$ cat src/rtl/seq_mul_arbiter_if.sv
// ---------------------------------------------------------------------------
// seq_mul_arbiter_if
// Bundles the signals between the two requesters, the arbiter and the shared
// sequential multiplier.
//   slave  : arbiter view (requests and multiplier results in; grants,
//            completions, result and multiplier command out)
//   master : environment view (requesters and the multiplier together)
// Signals:
//   req0/req1        request, held until the matching done
//   a0,b0 / a1,b1    multiplier / multiplicand operand of each requester
//   gnt0/gnt1        1-cycle grant pulse
//   done0/done1      1-cycle completion pulse, res/err valid with it
//   res, err         product (2N+1 bits) and watchdog-abort flag
//   mul_start        1-cycle start to the multiplier
//   mul_mlier/mcand  latched operands towards the multiplier
//   mul_prodt        product from the multiplier
//   mul_valid        multiplier valid level (accepted on its rising edge)
// ---------------------------------------------------------------------------
interface seq_mul_arbiter_if #(
    parameter int N = 8
);
    logic           req0;
    logic [N-1:0]   a0;
    logic [N-1:0]   b0;
    logic           req1;
    logic [N-1:0]   a1;
    logic [N-1:0]   b1;
    logic           gnt0;
    logic           gnt1;
    logic           done0;
    logic           done1;
    logic [2*N:0]   res;
    logic           err;
    logic           mul_start;
    logic [N-1:0]   mul_mlier;
    logic [N-1:0]   mul_mcand;
    logic [2*N:0]   mul_prodt;
    logic           mul_valid;

    modport slave (
        input  req0, a0, b0, req1, a1, b1, mul_prodt, mul_valid,
        output gnt0, gnt1, done0, done1, res, err,
               mul_start, mul_mlier, mul_mcand
    );

    modport master (
        output req0, a0, b0, req1, a1, b1, mul_prodt, mul_valid,
        input  gnt0, gnt1, done0, done1, res, err,
               mul_start, mul_mlier, mul_mcand
    );
endinterface

$ cat src/rtl/seq_mul_arbiter.sv
// ---------------------------------------------------------------------------
// seq_mul_arbiter
// Shares one sequential multiplier between two requesters. Round-robin
// arbitration, operands latched at grant, a 1-cycle start, then a wait for
// the multiplier's valid rising edge (or a watchdog abort), and finally a
// done pulse with the result to the requester that won.
// Ports:
//   i_clk    clock, rising edge
//   i_rst_n  asynchronous active-low reset
//   bus      seq_mul_arbiter_if.slave (requests, grants, results,
//            multiplier command/response)
// Parameters:
//   N        operand width (product is 2N+1 bits)
//   TIMEOUT  maximum number of WAIT cycles before abort (>= 2)
//   CW       watchdog counter width, 2**CW > TIMEOUT
// ---------------------------------------------------------------------------
module seq_mul_arbiter #(
    parameter int N       = 8,
    parameter int TIMEOUT = 64,
    parameter int CW      = 7
) (
    input  logic                 i_clk,
    input  logic                 i_rst_n,
    seq_mul_arbiter_if.slave     bus
);

    typedef enum logic [1:0] {
        S_IDLE,
        S_ISSUE,
        S_WAIT,
        S_RESP
    } state_t;

    localparam logic [CW-1:0] CNT_LAST = CW'(TIMEOUT - 1);

    state_t         r_state;
    logic           r_last;      // owner of the most recent completed op
    logic           r_owner;     // owner of the op in flight
    logic [CW-1:0]  r_cnt;
    logic           r_valid_q;
    logic           r_gnt0;
    logic           r_gnt1;
    logic           r_done0;
    logic           r_done1;
    logic           r_start;
    logic           r_err;
    logic [2*N:0]   r_res;
    logic [N-1:0]   r_mlier;
    logic [N-1:0]   r_mcand;

    // Only a fresh rising edge counts, so a valid still high from an earlier
    // (or reset-orphaned) operation is never taken as this one's result.
    logic           w_valid_rise;
    assign w_valid_rise = bus.mul_valid & ~r_valid_q;

    always_ff @(posedge i_clk or negedge i_rst_n) begin
        if (!i_rst_n) begin
            r_state   <= S_IDLE;
            r_last    <= 1'b1;
            r_owner   <= 1'b0;
            r_cnt     <= '0;
            r_valid_q <= 1'b0;
            r_gnt0    <= 1'b0;
            r_gnt1    <= 1'b0;
            r_done0   <= 1'b0;
            r_done1   <= 1'b0;
            r_start   <= 1'b0;
            r_err     <= 1'b0;
            r_res     <= '0;
            r_mlier   <= '0;
            r_mcand   <= '0;
        end else begin
            r_valid_q <= bus.mul_valid;
            r_gnt0    <= 1'b0;
            r_gnt1    <= 1'b0;
            r_done0   <= 1'b0;
            r_done1   <= 1'b0;
            r_start   <= 1'b0;

            case (r_state)
                S_IDLE: begin
                    // On a tie r_last picks the other requester.
                    if (bus.req0 && (!bus.req1 || r_last)) begin
                        r_gnt0  <= 1'b1;
                        r_owner <= 1'b0;
                        r_mlier <= bus.a0;
                        r_mcand <= bus.b0;
                        r_err   <= 1'b0;
                        r_state <= S_ISSUE;
                    end else if (bus.req1) begin
                        r_gnt1  <= 1'b1;
                        r_owner <= 1'b1;
                        r_mlier <= bus.a1;
                        r_mcand <= bus.b1;
                        r_err   <= 1'b0;
                        r_state <= S_ISSUE;
                    end
                end

                S_ISSUE: begin
                    r_start <= 1'b1;
                    r_cnt   <= '0;
                    r_state <= S_WAIT;
                end

                S_WAIT: begin
                    if (w_valid_rise) begin
                        r_res   <= bus.mul_prodt;
                        r_err   <= 1'b0;
                        r_done0 <= ~r_owner;
                        r_done1 <= r_owner;
                        r_state <= S_RESP;
                    end else if (r_cnt == CNT_LAST) begin
                        r_res   <= '0;
                        r_err   <= 1'b1;
                        r_done0 <= ~r_owner;
                        r_done1 <= r_owner;
                        r_state <= S_RESP;
                    end else begin
                        r_cnt <= r_cnt + 1'b1;
                    end
                end

                S_RESP: begin
                    r_last  <= r_owner;
                    r_state <= S_IDLE;
                end

                default: r_state <= S_IDLE;
            endcase
        end
    end

    assign bus.gnt0      = r_gnt0;
    assign bus.gnt1      = r_gnt1;
    assign bus.done0     = r_done0;
    assign bus.done1     = r_done1;
    assign bus.res       = r_res;
    assign bus.err       = r_err;
    assign bus.mul_start = r_start;
    assign bus.mul_mlier = r_mlier;
    assign bus.mul_mcand = r_mcand;

endmodule
$ cat src/flat_wrapper.sv
// flat-port wrapper written by rule: the top's interface ports become plain ports
module seq_mul_arbiter_flat 
#(
    parameter int N       = 8,
    parameter int TIMEOUT = 64,
    parameter int CW      = 7
)
  (i_clk, i_rst_n, bus_req0, bus_a0, bus_b0, bus_req1, bus_a1, bus_b1, bus_mul_prodt, bus_mul_valid, bus_gnt0, bus_gnt1, bus_done0, bus_done1, bus_res, bus_err, bus_mul_start, bus_mul_mlier, bus_mul_mcand);
  seq_mul_arbiter_if #(.N(N)) bus_i ();
  input  logic i_clk;
  input  logic i_rst_n;
  input wire logic [$bits(bus_i.req0)-1:0] bus_req0;
  input wire logic [$bits(bus_i.a0)-1:0] bus_a0;
  input wire logic [$bits(bus_i.b0)-1:0] bus_b0;
  input wire logic [$bits(bus_i.req1)-1:0] bus_req1;
  input wire logic [$bits(bus_i.a1)-1:0] bus_a1;
  input wire logic [$bits(bus_i.b1)-1:0] bus_b1;
  input wire logic [$bits(bus_i.mul_prodt)-1:0] bus_mul_prodt;
  input wire logic [$bits(bus_i.mul_valid)-1:0] bus_mul_valid;
  output wire logic [$bits(bus_i.gnt0)-1:0] bus_gnt0;
  output wire logic [$bits(bus_i.gnt1)-1:0] bus_gnt1;
  output wire logic [$bits(bus_i.done0)-1:0] bus_done0;
  output wire logic [$bits(bus_i.done1)-1:0] bus_done1;
  output wire logic [$bits(bus_i.res)-1:0] bus_res;
  output wire logic [$bits(bus_i.err)-1:0] bus_err;
  output wire logic [$bits(bus_i.mul_start)-1:0] bus_mul_start;
  output wire logic [$bits(bus_i.mul_mlier)-1:0] bus_mul_mlier;
  output wire logic [$bits(bus_i.mul_mcand)-1:0] bus_mul_mcand;
  assign bus_i.req0 = bus_req0;
  assign bus_i.a0 = bus_a0;
  assign bus_i.b0 = bus_b0;
  assign bus_i.req1 = bus_req1;
  assign bus_i.a1 = bus_a1;
  assign bus_i.b1 = bus_b1;
  assign bus_i.mul_prodt = bus_mul_prodt;
  assign bus_i.mul_valid = bus_mul_valid;
  assign bus_gnt0 = bus_i.gnt0;
  assign bus_gnt1 = bus_i.gnt1;
  assign bus_done0 = bus_i.done0;
  assign bus_done1 = bus_i.done1;
  assign bus_res = bus_i.res;
  assign bus_err = bus_i.err;
  assign bus_mul_start = bus_i.mul_start;
  assign bus_mul_mlier = bus_i.mul_mlier;
  assign bus_mul_mcand = bus_i.mul_mcand;
  seq_mul_arbiter #(.N(N), .TIMEOUT(TIMEOUT), .CW(CW)) u_core (.i_clk(i_clk), .i_rst_n(i_rst_n), .bus(bus_i));
endmodule
$ cat config.mk
export PLATFORM = sky130hd
export DESIGN_NAME = seq_mul_arbiter_flat
export DESIGN_NICKNAME = d
export VERILOG_FILES = /design/src/rtl/seq_mul_arbiter_if.sv /design/src/rtl/seq_mul_arbiter.sv /design/src/flat_wrapper.sv
export SDC_FILE = /design/constraint.sdc
export NUM_CORES = 1
export LEC_CHECK = 0
export CORE_MARGIN = 10
export CORE_UTILIZATION = 38
export CTS_CLUSTER_DIAMETER = 150
export DETAILED_ROUTE_END_ITERATION = 10
export GPL_ROUTABILITY_DRIVEN = 0
export PLACE_DENSITY_LB_ADDON = 0.05
export SLEW_MARGIN = 20
export SYNTH_ARGS = -nofsm -noshare
export SYNTH_HDL_FRONTEND = slang
export SYNTH_SLANG_ARGS = --single-unit
$ cat constraint.sdc
create_clock -name i_clk -period 1.53 [get_ports i_clk]
set_input_delay 0.2295 -clock i_clk [delete_from_list [all_inputs] [get_ports i_clk]]
set_output_delay 0.2295 -clock i_clk [all_outputs]
set_load 0.05 [all_outputs]
* Word-level counts from Yosys, hierarchy flattened
Cells that the tools add are included.
** Word-level totals
- Register bits after elaboration :: 51
- Output and inout port bits :: 39
- Bits of input ports :: 54
- Logic and storage cells :: 72
** Operators by class
- $add $sub $neg :: 1
- Equal/unequal tests :: 8
- Bitwise gates (word level) :: 3
- Reductions and logical operators :: 13
- Muxes and demuxes :: 33
** Operators by type and width (count)
- 17-bit 2-to-1 mux :: 2
- 8-bit 2-to-1 mux :: 4
- 1-bit 2-to-1 mux :: 18
- 7-bit 2-to-1 mux :: 2
- 7-bit one-hot mux with 2 select lines :: 1
- 2-bit 2-to-1 mux :: 4
- 2-bit one-hot mux with 4 select lines :: 1
- 2-bit nonzero test :: 4
- 7-bit by 1-bit adder with 7-bit output (second input constant) :: 1
- 7-bit by 6-bit equality test with 1-bit output (second input constant) :: 1
- 2-bit AND reduction :: 3
- 3-bit AND reduction :: 2
- 2-bit equality test (second input constant) :: 2
- 2-bit != test (second input constant) :: 2
- 3-bit by 1-bit != test with 1-bit output (second input constant) :: 1
- 3-bit by 2-bit != test with 1-bit output (second input constant) :: 1
- 2-bit by 1-bit equality test with 1-bit output (second input constant) :: 1
- 2-bit zero test :: 1
- 1-bit inverter :: 2
- 1-bit one-hot mux with 2 select lines :: 1
- 1-bit bitwise AND :: 1
- 1-bit logical AND :: 1
- 1-bit zero test :: 1
- 1-bit logical OR :: 1

* Logic depth before layout (Yosys ltp)
- Word-level depth :: 5
- Mapped depth :: 6
- Gate-level depth less buffers :: 6

* Worst setup path after synthesis
OpenSTA, ideal clock, no wires.
- Path kind :: reg-to-reg
- From :: register u_core.r_cnt[0]
- To :: register u_core.r_cnt[3]
- Setup slack :: -142 ps
- Setup time :: 69 ps
- Data required time :: 1461 ps
- Data arrival time :: 1603 ps
- Buffers on the path :: 0
- Period minus slack after synthesis :: 1672 ps
- Cell stages (with the launch flop) :: 6
- Path through :: dfrtp_1 -> ha_1 -> and2b_4 -> a21bo_4 -> or4_1 -> nand3_1
** On the way
- Word-level cells in the longest chain between the ends :: 4
- Elaborated cells on any way between the ends :: 7
- Those cells by class :: 1 x add/sub; 2 x eq/ne; 3 x mux; 1 x reduce/logical
** RTL lines
- from (decl) :: RTL line seq_mul_arbiter.sv:39 : logic [CW-1:0] r_cnt;
- from (signal assigned) :: RTL line seq_mul_arbiter.sv:120 : r_cnt <= r_cnt + 1'b1;
- 7-bit by 1-bit adder with 7-bit output :: RTL line seq_mul_arbiter.sv:120
- 7-bit 2-to-1 mux :: RTL line seq_mul_arbiter.sv:113 : end else if (r_cnt == CNT_LAST) begin
- 7-bit 2-to-1 mux :: RTL line seq_mul_arbiter.sv:107 : if (w_valid_rise) begin
- 7-bit one-hot mux with 2 select lines :: RTL line seq_mul_arbiter.sv:80 : case (r_state)
Several ways; a longest one is shown, not always the timed one. The select of a mux whose other input is x is not followed.
A chain may end at the register's enable or synchronous reset.

* Worst setup path in the final report
- From :: register u_core.r_cnt[1]
- To :: register u_core.r_cnt[3]
Same word-level chain as after synthesis.

==> run_summary.xml <==
<?xml version="1.0" encoding="UTF-8"?>
<metrics>
  <group name="run_status">
    <metric name="outcome" unit="">finished, violations left</metric>
    <metric name="failed_checks" unit="">setup timing</metric>
  </group>
  <group name="setup_path">
    <metric name="timing.critical_path.max_delay_family" unit="">simple AND/OR/NAND/NOR gates</metric>
    <metric name="worst-endpoint-required" unit="ns">1.77</metric>
    <metric name="buffers_and_inverters_on_the_worst_path" unit="">0</metric>
    <metric name="cp-end-kind" unit="">flop</metric>
    <metric name="critical_path.reg2reg.endpoint" unit="">u_core.r_cnt[3]$_DFFE_PN0P_</metric>
    <metric name="rr_worst_depth" unit="">5</metric>
    <metric name="critical_path_class" unit="">reg2reg</metric>
    <metric name="cpPeakStageDelay" unit="ns">0.40</metric>
    <metric name="cells_traversed_along_the_worst_timing_path" unit="">ha_2, and2b_4, a21bo_4, or4_1, nand3_1</metric>
    <metric name="critical_path.startpoint_type" unit="">flop</metric>
    <metric name="critical_path_peak_fanout" unit="">6</metric>
    <metric name="timing.critical_path.from" unit="">u_core.r_cnt[1]$_DFFE_PN0P_</metric>
    <metric name="cp_data_arrival_time" unit="ns">1.79</metric>
    <metric name="critical-path-slowest-cell" unit="">sky130_fd_sc_hd__or4_1</metric>
    <metric name="rr_startpoint" unit="">u_core.r_cnt[1]$_DFFE_PN0P_</metric>
    <metric name="r2r_setup_slk" unit="ns">-0.02</metric>
  </group>
  <group name="routing">
    <metric name="post-route-drc-count" unit="">0</metric>
    <metric name="avgViaCountPerCell" unit="">4.80</metric>
    <metric name="drtPass1Iterations" unit="">4</metric>
    <metric name="drtAntennaViolNets" unit="">0</metric>
    <metric name="routedWlPerCell" unit="um">15.8</metric>
    <metric name="via_count" unit="">1893</metric>
    <metric name="initialDrtViolationCount" unit="">31</metric>
    <metric name="detail_route.wirelength" unit="um">6230</metric>
  </group>
  <group name="yosys">
    <metric name="synth-edff-count" unit="">0</metric>
    <metric name="asyncSetResetFlopFracSynth" unit="">1.00</metric>
    <metric name="ys.flop_type" unit="">sky130_fd_sc_hd__dfrtp_1</metric>
    <metric name="yosysUniqueCellTypes" unit="">33</metric>
    <metric name="ys_seq_elements" unit="">51</metric>
    <metric name="synth_top_area_share" unit="">0.566</metric>
    <metric name="synthMostInstantiatedCell" unit="">sky130_fd_sc_hd__dfrtp_1</metric>
    <metric name="synthTopCellsByArea" unit="">sky130_fd_sc_hd__dfrtp_1, sky130_fd_sc_hd__a22o_1, sky130_fd_sc_hd__mux2i_1, sky130_fd_sc_hd__o21ai_0, sky130_fd_sc_hd__nand2_1</metric>
    <metric name="synthSimpleGateAreaFrac" unit="">0.101</metric>
    <metric name="post_synth_instance_area" unit="sq mm">0.00221</metric>
    <metric name="synth_xor_xnor_area_share" unit="">0</metric>
    <metric name="synthTopCellsByCount" unit="">sky130_fd_sc_hd__dfrtp_1, sky130_fd_sc_hd__nand2_1, sky130_fd_sc_hd__o21ai_0</metric>
    <metric name="netlist.top_cell.by_area" unit="">sky130_fd_sc_hd__dfrtp_1</metric>
    <metric name="synth_nets" unit="">249</metric>
    <metric name="yosys-mux-area-fraction" unit="">0.0878</metric>
    <metric name="ys_warn_count" unit="">0</metric>
    <metric name="synth_cells" unit="">190</metric>
    <metric name="synth-compound-area-share" unit="">0.175</metric>
    <metric name="post_synthesis_share_of_cell_area_spent_on_full_adders_half_adders_and_majority_gates" unit="">0.0283</metric>
    <metric name="synth-seq-area-share" unit="">0.578</metric>
    <metric name="synth_area_per_cell" unit="sq um">11.6</metric>
    <metric name="synth_top_family_by_area" unit="">compound AO/OA/AOI/OAI gates</metric>
  </group>
  <group name="cts">
    <metric name="cts_inserted_buffers" unit="">5</metric>
    <metric name="cts-root-buf" unit="">sky130_fd_sc_hd__clkbuf_8</metric>
    <metric name="clk_transition_reported_paths" unit="ns">0.09</metric>
    <metric name="numClockSinks" unit="">51</metric>
    <metric name="cts_tree" unit="">done</metric>
    <metric name="clk_latency" unit="ns">0.30</metric>
    <metric name="cts_htree_levels" unit="">2</metric>
    <metric name="clockBufferDepth" unit="">2</metric>
  </group>
  <group name="global_routing">
    <metric name="grt_antenna_before_repair" unit="">0</metric>
    <metric name="grt_util_met2" unit="">0.203</metric>
    <metric name="top_usage_layer" unit="">met2</metric>
    <metric name="global_routing_usage_on_met3" unit="">0.0553</metric>
    <metric name="grt_start_max_net_pins" unit="">28</metric>
    <metric name="grt_overflow" unit="">0</metric>
    <metric name="groute.usage.overall" unit="">0.136</metric>
    <metric name="number_of_global_route_vias_before_repair" unit="">1998</metric>
    <metric name="gr-usage-met1" unit="">0.177</metric>
    <metric name="grt_pass1_wl" unit="um">10000</metric>
  </group>
  <group name="timing">
    <metric name="clock-skew-final" unit="ns">0.00381</metric>
    <metric name="setup_viol" unit="">2</metric>
    <metric name="final_slew_viol_count" unit="">0</metric>
    <metric name="maxClockFrequency" unit="MHz">647</metric>
    <metric name="setup_repair_after_global_routing_missed_its_margin" unit="">true</metric>
    <metric name="relSlewSlack" unit="">0.773</metric>
    <metric name="worst_slew_pin_slew" unit="ns">0.340</metric>
    <metric name="post-route-period-util" unit="">1.01</metric>
    <metric name="finalWorstSetupSlack" unit="ns">-0.0157</metric>
    <metric name="finalHoldViolCount" unit="">0</metric>
    <metric name="hold-worst-slack" unit="ns">0.401</metric>
    <metric name="layout_min_cycle_time" unit="ns">1.55</metric>
  </group>
  <group name="power_and_ir_drop">
    <metric name="sw_frac" unit="">0.454</metric>
    <metric name="internal_power" unit="uW">4030</metric>
    <metric name="power_per_cell_area" unit="mW/mm^2">2060</metric>
    <metric name="sequentialPowerShare" unit="">0.296</metric>
    <metric name="total_leakage_power" unit="uW">0.00175</metric>
    <metric name="vdd_ir_drop_max" unit="V">0.00127</metric>
    <metric name="pwr-share-comb" unit="">0.575</metric>
    <metric name="totalPowerFinal" unit="uW">7380</metric>
    <metric name="p_clk_frac" unit="">0.129</metric>
    <metric name="total_switching_power" unit="uW">3360</metric>
  </group>
  <group name="hold_path">
    <metric name="holdCritPathClass" unit="">in2reg</metric>
    <metric name="worst_hold_path.endpoint" unit="">u_core.r_valid_q$_DFF_PN0_</metric>
    <metric name="hp-start" unit="">bus_mul_valid</metric>
    <metric name="hold_path_depth" unit="">1</metric>
  </group>
  <group name="die">
    <metric name="die_outline_area" unit="sq mm">0.00927</metric>
    <metric name="starting_density_of_the_core" unit="">0.396</metric>
    <metric name="pin_count" unit="">93</metric>
    <metric name="design.core.area" unit="sq mm">0.00557</metric>
    <metric name="dieHeight" unit="um">96.3</metric>
    <metric name="die-width" unit="um">96.3</metric>
    <metric name="placement_rows" unit="">27</metric>
  </group>
  <group name="place">
    <metric name="place_worst_setup_slack" unit="ns">-0.180</metric>
    <metric name="detailed_place_hpwl" unit="um">4950</metric>
    <metric name="port_buffers" unit="">92</metric>
  </group>
  <group name="cells_and_area">
    <metric name="syn_to_final_growth" unit="%">61.9</metric>
    <metric name="finish.net_count" unit="">380</metric>
    <metric name="util_after_layout" unit="">0.642</metric>
    <metric name="drive_above_1_share" unit="">0.332</metric>
    <metric name="antennaDiodeCount" unit="">0</metric>
  </group>
  <group name="flow_run">
    <metric name="max-cap-violations" unit="">0</metric>
  </group>
</metrics>
==> worst reg2reg max path, delay by kind of cell (launching register included) <==
family	cells	cell delay (ns)
adders and majority gates	1	0.20
AOI/OAI and AO/OA	1	0.24
and+or+nand+nor	3	0.66
DFF	1	0.39
==> registers in the layout, summed over array words and instances (netlist names) <==
register	count
u_core.bus.done0	1
u_core.r_cnt	7
u_core.bus.res	17
u_core.bus.mul_mlier	8
u_core.r_owner	1
u_core.bus.mul_mcand	8
u_core.bus.gnt1	1
u_core.bus.mul_start	1
u_core.r_state	2
u_core.bus.err	1
u_core.r_last	1
u_core.bus.gnt0	1
u_core.bus.done1	1
u_core.r_valid_q	1
==> final cells by class <==
class                   count  area, sq um
clock inverters             2         35.0
inverters                   5         18.8
repair buffers            133         1150
clock buffers               6         82.6
well taps                  72         90.1
multi-input cells         125          921
flip-flops and latches     51         1280
fillers                   484         2000
==> cells in the final DEF, fill, tap and decap left out, types with 2 or more instances in the layout <==
master                             n
sky130_fd_sc_hd__buf_4            77
sky130_fd_sc_hd__clkdlybuf4s50_1  52
sky130_fd_sc_hd__dfrtp_1          50
sky130_fd_sc_hd__nand2_1          21
sky130_fd_sc_hd__a22o_1           19
sky130_fd_sc_hd__o21ai_0          18
sky130_fd_sc_hd__mux2i_1          16
sky130_fd_sc_hd__nor2_1            7
sky130_fd_sc_hd__nand3_1           6
sky130_fd_sc_hd__clkbuf_8          6
sky130_fd_sc_hd__nand2b_1          3
sky130_fd_sc_hd__inv_1             3
sky130_fd_sc_hd__mux2_2            3
sky130_fd_sc_hd__inv_2             2
sky130_fd_sc_hd__and3_1            2
sky130_fd_sc_hd__o21ai_2           2
sky130_fd_sc_hd__a31oi_1           2
sky130_fd_sc_hd__a21oi_1           2
sky130_fd_sc_hd__ha_2              2
sky130_fd_sc_hd__ha_1              2
sky130_fd_sc_hd__buf_12            2
==> stage by stage <==
step                      setup TNS (ns)  instance area (sq um)  instances
after floorplan                        0                   2220        190
after global placement             -4.14                   3380        380
after detailed placement           -5.51                   3380        380
after CTS                        -0.0304                   3550        392
after global routing              -0.216                   3580        394
final                            -0.0253                   3580        394
==> metal layers <==
metal,vias to the layer above,part of all wire
li1,949,-
met4,0,0.012
met1,874,0.43
met5,-,0
met3,8,0.10
met2,62,0.45
==> power groups by stage <==
stage | Combinational [uW] | Sequential [uW] | Clock, uW
final | 4240 | 2180 | 955
after global routing | 4550 | 2260 | 1050
after CTS | 4230 | 2190 | 1000
after detailed placement | 4160 | 2200 | 0
after global placement | 4110 | 2190 | 0
after floorplan | 1080 | 3730 | 0
==> worst max path at each step <==
stage | to | cells after the start
finish | u_core.r_cnt[3]$_DFFE_PN0P_ | 5
detailed placement | u_core.bus.res[0]$_DFFE_PN0P_ | 5
CTS | u_core.r_cnt[3]$_DFFE_PN0P_ | 5
global placement | u_core.r_cnt[0]$_DFFE_PN0P_ | 5
global route | u_core.r_cnt[3]$_DFFE_PN0P_ | 5
floorplan | u_core.r_state[1]$_DFFE_PN0P_ | 6
==> timing repair <==
action                     CTS  global route
cloned                       0             0
hold endpoints to repair    50             0
setup endpoints to repair   24            24
pin swaps                    0             4
gates resized for setup      5             5
hold buffers                 1             0
buffers inserted             3             2
==> cell families after synthesis <==
kind of cell | Yosys count
DFF | 51
muxes | 19
and+or+nand+nor | 47
buffers and inverters | 14
AOI/OAI and AO/OA | 54
adders and majority gates | 5
Note: power is estimated with default switching activity, not from simulation.
